[src/rtl/a0_trace_uart.sv]
// a0_trace_uart: captures every change of the CPU a0 value into a FIFO and prints each as 8 hex chars plus LF on a UART TX line
module a0_trace_uart #(
  parameter int CLKS_PER_BIT = 868,
  parameter int FIFO_DEPTH   = 8
) (
  input  logic                          clk,
  input  logic                          rst,
  input  logic [31:0]                   a0,
  input  logic                          en,
  output logic                          tx,
  output logic                          busy,
  output logic                          overflow,
  output logic [$clog2(FIFO_DEPTH):0]   level
);
  localparam int AW = $clog2(FIFO_DEPTH);
  localparam int LW = AW + 1;
  localparam int BW = $clog2(CLKS_PER_BIT);
  typedef enum logic [1:0] {IDLE, START, DATA, STOP} state_t;
  state_t        state;
  logic [31:0]   mem [FIFO_DEPTH];
  logic [AW-1:0] wr_ptr, rd_ptr;
  logic [31:0]   last_q, sv;
  logic [3:0]    char_idx;
  logic [2:0]    bit_idx;
  logic [BW-1:0] baud;
  logic          cap, pop, push, tick;
  logic [3:0]    nib;
  logic [7:0]    ch;
  assign tick = baud == BW'(CLKS_PER_BIT - 1);
  assign pop  = state == IDLE && level != '0;
  assign cap  = en && a0 != last_q;
  assign push = cap && (level != LW'(FIFO_DEPTH) || pop);
  // sv is shifted left one nibble per character, so the current nibble is always the top one
  assign nib  = sv[31:28];
  assign ch   = char_idx[3] ? 8'h0A : (nib < 4'd10 ? 8'h30 + {4'h0, nib} : 8'h37 + {4'h0, nib});
  always_ff @(posedge clk)
    if (push) mem[wr_ptr] <= a0;
  always_ff @(posedge clk or negedge rst) begin
    if (!rst) begin
      state    <= IDLE;
      tx       <= 1'b1;
      busy     <= 1'b0;
      overflow <= 1'b0;
      level    <= '0;
      wr_ptr   <= '0;
      rd_ptr   <= '0;
      last_q   <= '0;
      sv       <= '0;
      char_idx <= '0;
      bit_idx  <= '0;
      baud     <= '0;
    end else begin
      if (cap) last_q <= a0;
      if (push) wr_ptr <= wr_ptr + 1'b1;
      if (pop) rd_ptr <= rd_ptr + 1'b1;
      if (cap && !push) overflow <= 1'b1;
      level <= level + LW'(push) - LW'(pop);
      baud  <= (state == IDLE || tick) ? '0 : baud + 1'b1;
      case (state)
        IDLE: if (pop) begin
          sv       <= mem[rd_ptr];
          char_idx <= '0;
          busy     <= 1'b1;
          tx       <= 1'b0;
          state    <= START;
        end
        START: if (tick) begin
          tx      <= ch[0];
          bit_idx <= '0;
          state   <= DATA;
        end
        DATA: if (tick) begin
          bit_idx <= bit_idx + 1'b1;
          tx      <= bit_idx == 3'd7 ? 1'b1 : ch[bit_idx + 3'd1];
          state   <= bit_idx == 3'd7 ? STOP : DATA;
        end
        STOP: if (tick) begin
          if (char_idx != 4'd8) begin
            char_idx <= char_idx + 1'b1;
            sv       <= sv << 4;
            tx       <= 1'b0;
            state    <= START;
          end else begin
            busy  <= 1'b0;
            state <= IDLE;
          end
        end
        default: state <= IDLE;
      endcase
    end
  end
endmodule
[config.mk]
export PLATFORM = sky130hd
export DESIGN_NAME = a0_trace_uart
export DESIGN_NICKNAME = d
export VERILOG_FILES = /design/src/rtl/a0_trace_uart.sv
export SDC_FILE = /design/constraint.sdc
export NUM_CORES = 1
export LEC_CHECK = 0
export ABC_CLOCK_PERIOD_IN_PS = 5200
export CAP_MARGIN = 40
export CELL_PAD_IN_SITES_DETAIL_PLACEMENT = 1
export CELL_PAD_IN_SITES_GLOBAL_PLACEMENT = 2
export CORE_UTILIZATION = 30
export CTS_BUF_LIST = sky130_fd_sc_hd__clkbuf_4
export DETAILED_ROUTE_END_ITERATION = 10
export HOLD_SLACK_MARGIN = 0.1
export PLACE_DENSITY = 0.58
export SLEW_MARGIN = 20
export SYNTH_ARGS = -nofsm -noshare
export SYNTH_HDL_FRONTEND = slang
export SYNTH_SLANG_ARGS = --single-unit
[constraint.sdc]
create_clock -name clk -period 5.2 [get_ports clk]
set_input_delay 0.78 -clock clk [delete_from_list [all_inputs] [get_ports clk]]
set_output_delay 0.78 -clock clk [all_outputs]
set_load 0.005 [all_outputs]
==> results of run 1 <==
==> report_power, final <==
group	switching [W]	internal, W
clock network	0.00116	0.00135
logic	0.000451	0.000309
registers	0.000122	0.00339
==> path summary, 6_finish.rpt <==
| kind | cells past startpoint | slack (ns) | startpoint | endpoint |
|---|---|---|---|---|
| worst max-delay path | 11 | 1.96 | a0[26] | level[2] |
| worst min-delay path | 2 | 0.43 | rst | sv[10] |
| worst max register to register | 10 | 2.23 | last_q[26] | level[2] |
| worst min register to register | 2 | 0.48 | sv[24] | sv[24] |
| max in group asynchronous | 3 | 3.92 | rst | sv[13] |
| min in group clk | 2 | 0.48 | sv[24] | sv[24] |
==> critical path: stages <==
cell and delay [ns]:
clkdlybuf4s50_1 0.67, xor2_1 0.17, nor4_1 0.51, nand4_1 0.29, o21ai_4 0.24, nand2b_1 0.12
buf_4 0.22, o21ai_0 0.11, ha_1 0.23, fa_1 0.38, xor2_1 0.17
==> sequential cells by signal (all words and copies together), names as in the netlist <==
register  flops
rd_ptr        3
char_idx      4
sv           32
mem         256
bit_idx       3
baud         10
wr_ptr        3
state         2
busy          1
level         4
tx            1
overflow      1
last_q       32
==> routing by layer <==
layer | track usage | vias to the layer above
li1 | - | 3583
met1 | 0.1817 | 4007
met2 | 0.2415 | 154
met3 | 0.03027 | 66
met4 | 0.06858 | 0
met5 | 0 | -
==> Yosys cell counts, types with 4 or more instances <==
cell type  number  area, µm²
a21oi_1        36      180.2
a22o_1          5      43.79
buf_2          11      55.05
buf_4           5      37.54
clkbuf_1       19      71.32
dfrtp_1        95       2377
edfxtp_1      256       7687
ha_1           17      212.7
inv_1          15      56.30
mux2_2         35      394.1
mux2i_1        32      320.3
mux4_2         64       1441
nand2_1        46      172.7
nand3_1        10      50.05
nor2_1         49      183.9
nor4_1         10      62.56
nor4b_1         4      35.03
o21ai_0        34      170.2
o21ai_1         6      30.03
xnor2_1         8      70.07
xor2_1         41      359.1
==> cells by family (layout without fill, tap and decap cells) <==
family,Yosys count,count (layout)
compound gates,96,96
other cells,0,2
fa+ha+maj,18,18
flops,352,352
mux,131,131
xor+xnor,49,49
simple gates,142,142
buf+inv,54,270
==> through the flow <==
| stage | hold slack [ns] | area (µm²) | instances |
|---|---|---|---|
| after floorplan | 0.4498 | 14390 | 842 |
| after global placement | 0.4610 | 15670 | 1482 |
| after detailed placement | 0.4767 | 15690 | 1483 |
| after CTS | 0.3220 | 16970 | 1664 |
| after global routing | 0.3772 | 16990 | 1667 |
| final | 0.4251 | 16990 | 1667 |
==> area by class of cell <==
type | count | area, µm²
fill | 4769 | 29960
antenna | 2 | 5.005
tap | 607 | 759.5
multi-input combinational | 436 | 4099
sequential | 352 | 10100
timing repair buffer | 75 | 710.7
clock buffer | 155 | 1164
clock inverter | 25 | 102.6
inverter | 15 | 56.30
==> impl_table.tex, run 1 <==
\begin{tabular}{lr}
\hline
Metric & Value \\
\hline
\multicolumn{2}{l}{\textbf{Status}} \\
\quad Run status & finished, final reports clean \\
\multicolumn{2}{l}{\textbf{Timing}} \\
\quad Achievable frequency & approximately 300 MHz \\
\quad Count of final hold-check violations & 0 \\
\quad Share of the clock period used by the worst path after layout & 0.6230 \\
\quad Unrepaired setup endpoints after global routing & false \\
\quad Setup TNS & 0 ns \\
\quad Setup violation total in the final timing report & 0 \\
\quad Setup skew after layout & 0.03293 ns \\
\quad Crit path time final & between 3 and 4 ns \\
\quad Slew Limit Fails & 0 \\
\quad Max-Slew Margin vs Limit & 0.5062 \\
\quad Worst-case setup margin in the final layout & 1.961 ns \\
\quad Worst-Margin Slew & between 0.7 and 0.8 ns \\
\multicolumn{2}{l}{\textbf{Route}} \\
\quad Iteration count of the initial detailed-routing pass & 4 \\
\quad Wire length per cell after detailed routing & $\sim$20 µm \\
\quad Wirelength, routed & $\sim$34 mm \\
\quad Routed via count & 7,810 \\
\quad M1 wire length & roughly 15 mm \\
\quad Post-route DRC & 0 \\
\quad Initial DRC count & approximately 290 \\
\quad Detailed route wirelength on metal2 & between 15 and 20 mm \\
\quad Top Layer Used & met4 \\
\quad Antenna Nets Post-Route & 0 \\
\quad Amount of wire on met3 after detailed routing & between 1 and 1.5 mm \\
\quad Number of vias per cell & between 4 and 5 \\
\multicolumn{2}{l}{\textbf{Synthesis}} \\
\quad Area fraction in and, or, nand and nor cells after synthesis & 0.04695 \\
\quad Synthesized cell area & roughly 14,000 µm² \\
\quad Post-synthesis register bit count & $\sim$350 \\
\quad Share of the synthesized area in compound gates (AO/OA/AOI/OAI) & 0.03808 \\
\quad Count of different cell masters after synthesis & 48 \\
\quad Combinational family with the most area after synthesis & multiplexers \\
\quad Count of flip-flops with a built-in enable after synthesis & 256 \\
\quad Post-synthesis adder-cell area fraction & 0.01617 \\
\quad Seq/Total Area, Yosys & 0.7012 \\
\quad Async set-reset flop share out of synthesis & 0.2727 \\
\quad Multiplexer fraction of the synthesized cell area & 0.1498 \\
\quad Post-Syn Nets & between 800 and 900 \\
\quad Flip-flop cell with the highest count after synthesis & edfxtp\_1 \\
\quad Xor and xnor fraction of the mapped netlist area & 0.02982 \\
\quad Post-Synthesis Mean Instance Area & 17.09 µm² \\
\quad Count of mapped cells out of synthesis & around 840 \\
\quad Synth warn & 0 \\
\multicolumn{2}{l}{\textbf{Pwr}} \\
\quad Cell leakage power & 6.119 nW \\
\quad Worst-case vdd ir drop & 0.1987 mV \\
\quad Overall power of the completed layout & just under 0.007 W \\
\quad Power density relative to cell area & roughly 400 nW/µm² \\
\multicolumn{2}{l}{\textbf{CTS}} \\
\quad \# H-tree levels & 3 \\
\quad Clock network latency to the later pin of the worst-skew pair & 0.78 ns \\
\quad Post-CTS Hold Buffers & 1 \\
\quad Resize count post-CTS & 0 \\
\quad Clock tree sinks & approximately 350 \\
\quad Clock-pin slew on the worst setup and hold paths & roughly 0.06 ns \\
\quad CTS tree & built \\
\quad Buffer depth of the longest clock path & 3 \\
\quad Root buf cell & clkbuf\_4 \\
\quad Post-CTS setup buffer count & 0 \\
\quad Total clock buffers created by CTS & just under 100 \\
\multicolumn{2}{l}{\textbf{Min path}} \\
\quad Class of the most critical hold timing path & primary input to async pin \\
\multicolumn{2}{l}{\textbf{Floorplanning}} \\
\quad Number of top-level pins & 42 \\
\quad Initial Util & 0.3065 \\
\quad DIE WIDTH & about 220 µm \\
\quad Die span in y & approximately 220 µm \\
\quad Count of standard-cell rows & approximately 80 \\
\quad Area of the die & between 40,000 and 50,000 µm² \\
\quad Standard cell core area & between 40,000 and 50,000 µm² \\
\multicolumn{2}{l}{\textbf{Global routing}} \\
\quad GRT Overall Usage & 0.1454 \\
\quad Vias in the first global route & $\sim$8,700 \\
\quad Number of antenna violations at the first check in global routing & 2 \\
\quad Wire length of the first global-routing pass & 52.99 mm \\
\quad Pin count of the biggest net entering global routing & 62 \\
\quad Remaining global-route overflow & 0 \\
\multicolumn{2}{l}{\textbf{Setup path}} \\
\quad Maximum fanout along the worst path & 10 \\
\quad Type of the worst setup path & primary input to flip-flop \\
\quad Sort of element at the end of the critical path & flip-flop \\
\quad Kind of start point of the critical path & primary input \\
\quad Arrival time of the worst setup path & 3.89 ns \\
\quad Critical path required time & 5.85 ns \\
\multicolumn{2}{l}{\textbf{Layout}} \\
\quad Highest-count cells in the layout ignoring fill and taps & edfxtp\_1, clkbuf\_4, dfrtp\_1, mux4\_2, nor2\_1 \\
\quad Most common cell after layout, fill and taps aside & edfxtp\_1 \\
\quad Area Overhead vs Synth & 18.09\% \\
\quad Fraction of layout instances using a drive strength above 1 & 0.2977 \\
\quad Final design utilization & 0.3619 \\
\quad Post-layout nets & 1,032 \\
\multicolumn{2}{l}{\textbf{Place}} \\
\quad HPWL after detailed placement & between 20 and 25 mm \\
\quad Worst Setup Slack post-DPL & 1.106 ns \\
\quad Final Wtd Congestion & between 0.7 and 0.8 \\
\quad Count of input and output buffers & about 40 \\
\multicolumn{2}{l}{\textbf{Run}} \\
\quad Max-capacitance violation count & 0 \\
\hline
\end{tabular}
Note: power is estimated with default switching activity, not from simulation.
==> run 2: changes to the inputs <==
Settings changed: ABC_CLOCK_PERIOD_IN_PS 5200 to 2600.
Clock period 5.2 ns to 2.6 ns, I/O delays scaled along.
==> impl_table.tex, run 2 (same netlist as run 1, synthesis figures left out) <==
\begin{tabular}{lr}
\hline
Metric & Value \\
\hline
\multicolumn{2}{l}{\textbf{Place}} \\
\quad Worst Setup Slack post-DPL & -0.8458 ns (was 1.106 ns) \\
\quad HPWL after detailed placement & 22.96 mm (was 20.85 mm) \\
\quad Count of input and output buffers & 41 (unchanged) \\
\quad Final Wtd Congestion & 0.6986 (was 0.7014) \\
\quad Placement-stage cell area & 16,480 µm² (was 15,690 µm²) \\
\multicolumn{2}{l}{\textbf{Layout}} \\
\quad Number of flip-flops under the largest register name & 256 (unchanged) \\
\quad Post-layout nets & 1,096 (was 1,032) \\
\quad Most common cell after layout, fill and taps aside & edfxtp\_1 (unchanged) \\
\quad Final design utilization & 0.3858 (was 0.3619) \\
\quad Final non-filler cell area & 18,110 µm² (was 16,990 µm²) \\
\quad Register with the highest flop count & mem (unchanged) \\
\quad Highest-count cells in the layout ignoring fill and taps & edfxtp\_1, clkbuf\_4, dfrtp\_1, buf\_4, mux4\_2 (was edfxtp\_1, clkbuf\_4, dfrtp\_1, mux4\_2, nor2\_1) \\
\quad Area Overhead vs Synth & 25.88\% (was 18.09\%) \\
\quad Fraction of layout instances using a drive strength above 1 & 0.3589 (was 0.2977) \\
\quad Largest registers & mem: 256 flops, last\_q: 32 flops, sv: 32 flops (unchanged) \\
\quad Total of fill cells in the finished design & 4,732 (was 4,769) \\
\multicolumn{2}{l}{\textbf{Pwr}} \\
\quad Cell leakage power & 6.626 nW (was 6.119 nW) \\
\quad Worst-case vdd ir drop & 0.4521 mV (was 0.1987 mV) \\
\quad Power density relative to cell area & 795.0 nW/µm² (was 398.9 nW/µm²) \\
\quad Overall power of the completed layout & 0.01440 W (was 0.006778 W) \\
\multicolumn{2}{l}{\textbf{Timing}} \\
\quad Worst-case setup margin in the final layout & 0.02071 ns (was 1.961 ns) \\
\quad Setup violation total in the final timing report & 0 (unchanged) \\
\quad Count of final hold-check violations & 0 (unchanged) \\
\quad Unrepaired setup endpoints after global routing & true (was false) \\
\quad Worst-Margin Slew & 0.7122 ns (was 0.7407 ns) \\
\quad Share of the clock period used by the worst path after layout & 0.9920 \\
\quad Slew Limit Fails & 0 (unchanged) \\
\quad Max-Slew Margin vs Limit & 0.5209 (was 0.5062) \\
\quad Achievable frequency & approximately 390 MHz \\
\quad Setup skew after layout & 0.07624 ns (was 0.03293 ns) \\
\quad Crit path time final & about 2.6 ns \\
\multicolumn{2}{l}{\textbf{Route}} \\
\quad Initial DRC count & 384 (was 292) \\
\quad Antenna Nets Post-Route & 0 (unchanged) \\
\quad Iteration count of the initial detailed-routing pass & 4 (unchanged) \\
\quad Number of vias per cell & 4.665 (was 4.685) \\
\quad Wirelength, routed & 36.62 mm (was 34.02 mm) \\
\quad Routed via count & 8,075 (was 7,810) \\
\quad Wire length per cell after detailed routing & 21.16 µm (was 20.41 µm) \\
\quad Post-route DRC & 0 (unchanged) \\
\multicolumn{2}{l}{\textbf{Min path}} \\
\quad Cells on Worst Hold Path & 2 \\
\quad Class of the most critical hold timing path & primary input to flip-flop (was primary input to async pin) \\
\multicolumn{2}{l}{\textbf{CTS}} \\
\quad Clock-pin slew on the worst setup and hold paths & 0.07 ns (was 0.06 ns) \\
\quad Clock tree sinks & 352 (unchanged) \\
\quad Total clock buffers created by CTS & 95 (was 99) \\
\quad Clock network latency to the later pin of the worst-skew pair & 0.82 ns (was 0.78 ns) \\
\quad Root buf cell & clkbuf\_4 (unchanged) \\
\quad Buffer depth of the longest clock path & 3 (unchanged) \\
\quad \# H-tree levels & 3 (unchanged) \\
\quad CTS tree & built (unchanged) \\
\multicolumn{2}{l}{\textbf{Global routing}} \\
\quad GRT Overall Usage & 0.1546 (was 0.1454) \\
\quad Pin count of the biggest net entering global routing & 59 (was 62) \\
\quad Vias in the first global route & 8,976 (was 8,664) \\
\quad Remaining global-route overflow & 0 (unchanged) \\
\quad Number of antenna violations at the first check in global routing & 1 (was 2) \\
\quad Wire length of the first global-routing pass & 55.97 mm (was 52.99 mm) \\
\multicolumn{2}{l}{\textbf{Run}} \\
\quad Max-capacitance violation count & 0 (unchanged) \\
\multicolumn{2}{l}{\textbf{Setup path}} \\
\quad Maximum fanout along the worst path & 9 (was 10) \\
\quad Kind of start point of the critical path & flip-flop (was primary input) \\
\quad Sort of element at the end of the critical path & flip-flop (unchanged) \\
\quad Reg2reg path depth & 11 (was 10) \\
\quad Arrival time of the worst setup path & 3.06 ns (was 3.89 ns) \\
\quad Critical path required time & 3.08 ns (was 5.85 ns) \\
\quad Type of the worst setup path & flip-flop to flip-flop (was primary input to flip-flop) \\
\multicolumn{2}{l}{\textbf{Floorplanning}} \\
\quad Die span in y & 221.0 µm (unchanged) \\
\quad Count of standard-cell rows & 79 (unchanged) \\
\quad Standard cell core area & 46,950 µm² (unchanged) \\
\quad Number of top-level pins & 42 (unchanged) \\
\quad Initial Util & 0.3065 (unchanged) \\
\quad Area of the die & 48,850 µm² (unchanged) \\
\quad DIE WIDTH & 221.0 µm (unchanged) \\
\multicolumn{2}{l}{\textbf{Status}} \\
\quad Run status & finished, final reports clean (unchanged) \\
\hline
\end{tabular}
## run 2: changes by cell type in the layout (fill, tap and decap cells not counted), moves of 4 or more
| cell | previous run | this run |
|---|---|---|
| nor4_1 | 8 | 3 |
| nor4b_2 | 4 | 0 |
| buf_12 | 2 | 25 |
| xor2_2 | 0 | 4 |
| nor4_4 | 0 | 4 |
| buf_6 | 0 | 6 |
| buf_4 | 31 | 67 |
| nor4b_4 | 0 | 4 |
| clkinv_1 | 17 | 10 |
| xor2_1 | 41 | 37 |
## run 2: timing repair
action	CTS	global route
buffers inserted	5	4
endpoints found under the setup margin	291	159
hold buffers	3	0
hold endpoints to repair	95	0
resized for setup	12	14
pin swaps	8	9
cloned	0	2
## run 2: routing by layer
metal	routed length (µm)	up-vias	track usage
met5	0	-	0
met4	675	0	0.05504
met3	1386	55	0.03545
met2	18210	135	0.2555
met1	16350	4179	0.1992
li1	-	3706	-
## run 2: worst paths after layout
kind	slack (ns)	endpoint	start
hold reg to reg	0.48	sv[28]	sv[28]
setup reg to reg	0.02	mem[6][4]	last_q[28]
hold / removal	0.33	mem[3][3]	a0[3]
min in group asynchronous	0.68	overflow	rst
max in group asynchronous	0.71	last_q[27]	rst
setup / recovery	0.02	mem[6][4]	last_q[28]
## run 2: worst max-delay path, stage by stage, from the launching register on
cell and delay, ns:
dfrtp_1 0.41, xor2_2 0.30, nor4_4 0.08, buf_4 0.14, nand4_1 0.08, buf_6 0.13
o21ai_4 0.06, nand2b_4 0.15, buf_6 0.17, nor4b_4 0.36, buf_6 0.20, clkbuf_16 0.18
## run 2: per-stage QoR
step                      instances  setup TNS, ns  hold WS [ns]
final                          1731              0        0.3280
after global routing           1731         -1.755        0.2520
after CTS                      1724        -0.1136        0.2312
after detailed placement       1540        -204.32        0.4524
after global placement         1540        -199.44        0.4556
after floorplan                 842         -51.71       0.09441
## run 2: cell type report
cell class,instances,area (µm²),share of cell area
Antenna cell,1,2.502,0.0001382
Multi-Input combinational cell,436,4297,0.2372
Sequential cell,352,10100,0.5574
Timing Repair Buffer,143,1551,0.08565
Clock inverter,19,163.9,0.009049
Clock buffer,158,1186,0.06548
Inverter,15,56.30,0.003108
Tap cell,607,759.5,0.04193
## run 2: power breakdown
part	internal, W	total [W]	leakage (nW)	switching, W
Clock	0.00303	0.00536	0.805	0.00233
Combinational	0.000920	0.00197	2.36	0.00105
Sequential	0.00678	0.00707	3.47	0.000290
Total	0.0107	0.0144	6.63	0.00367
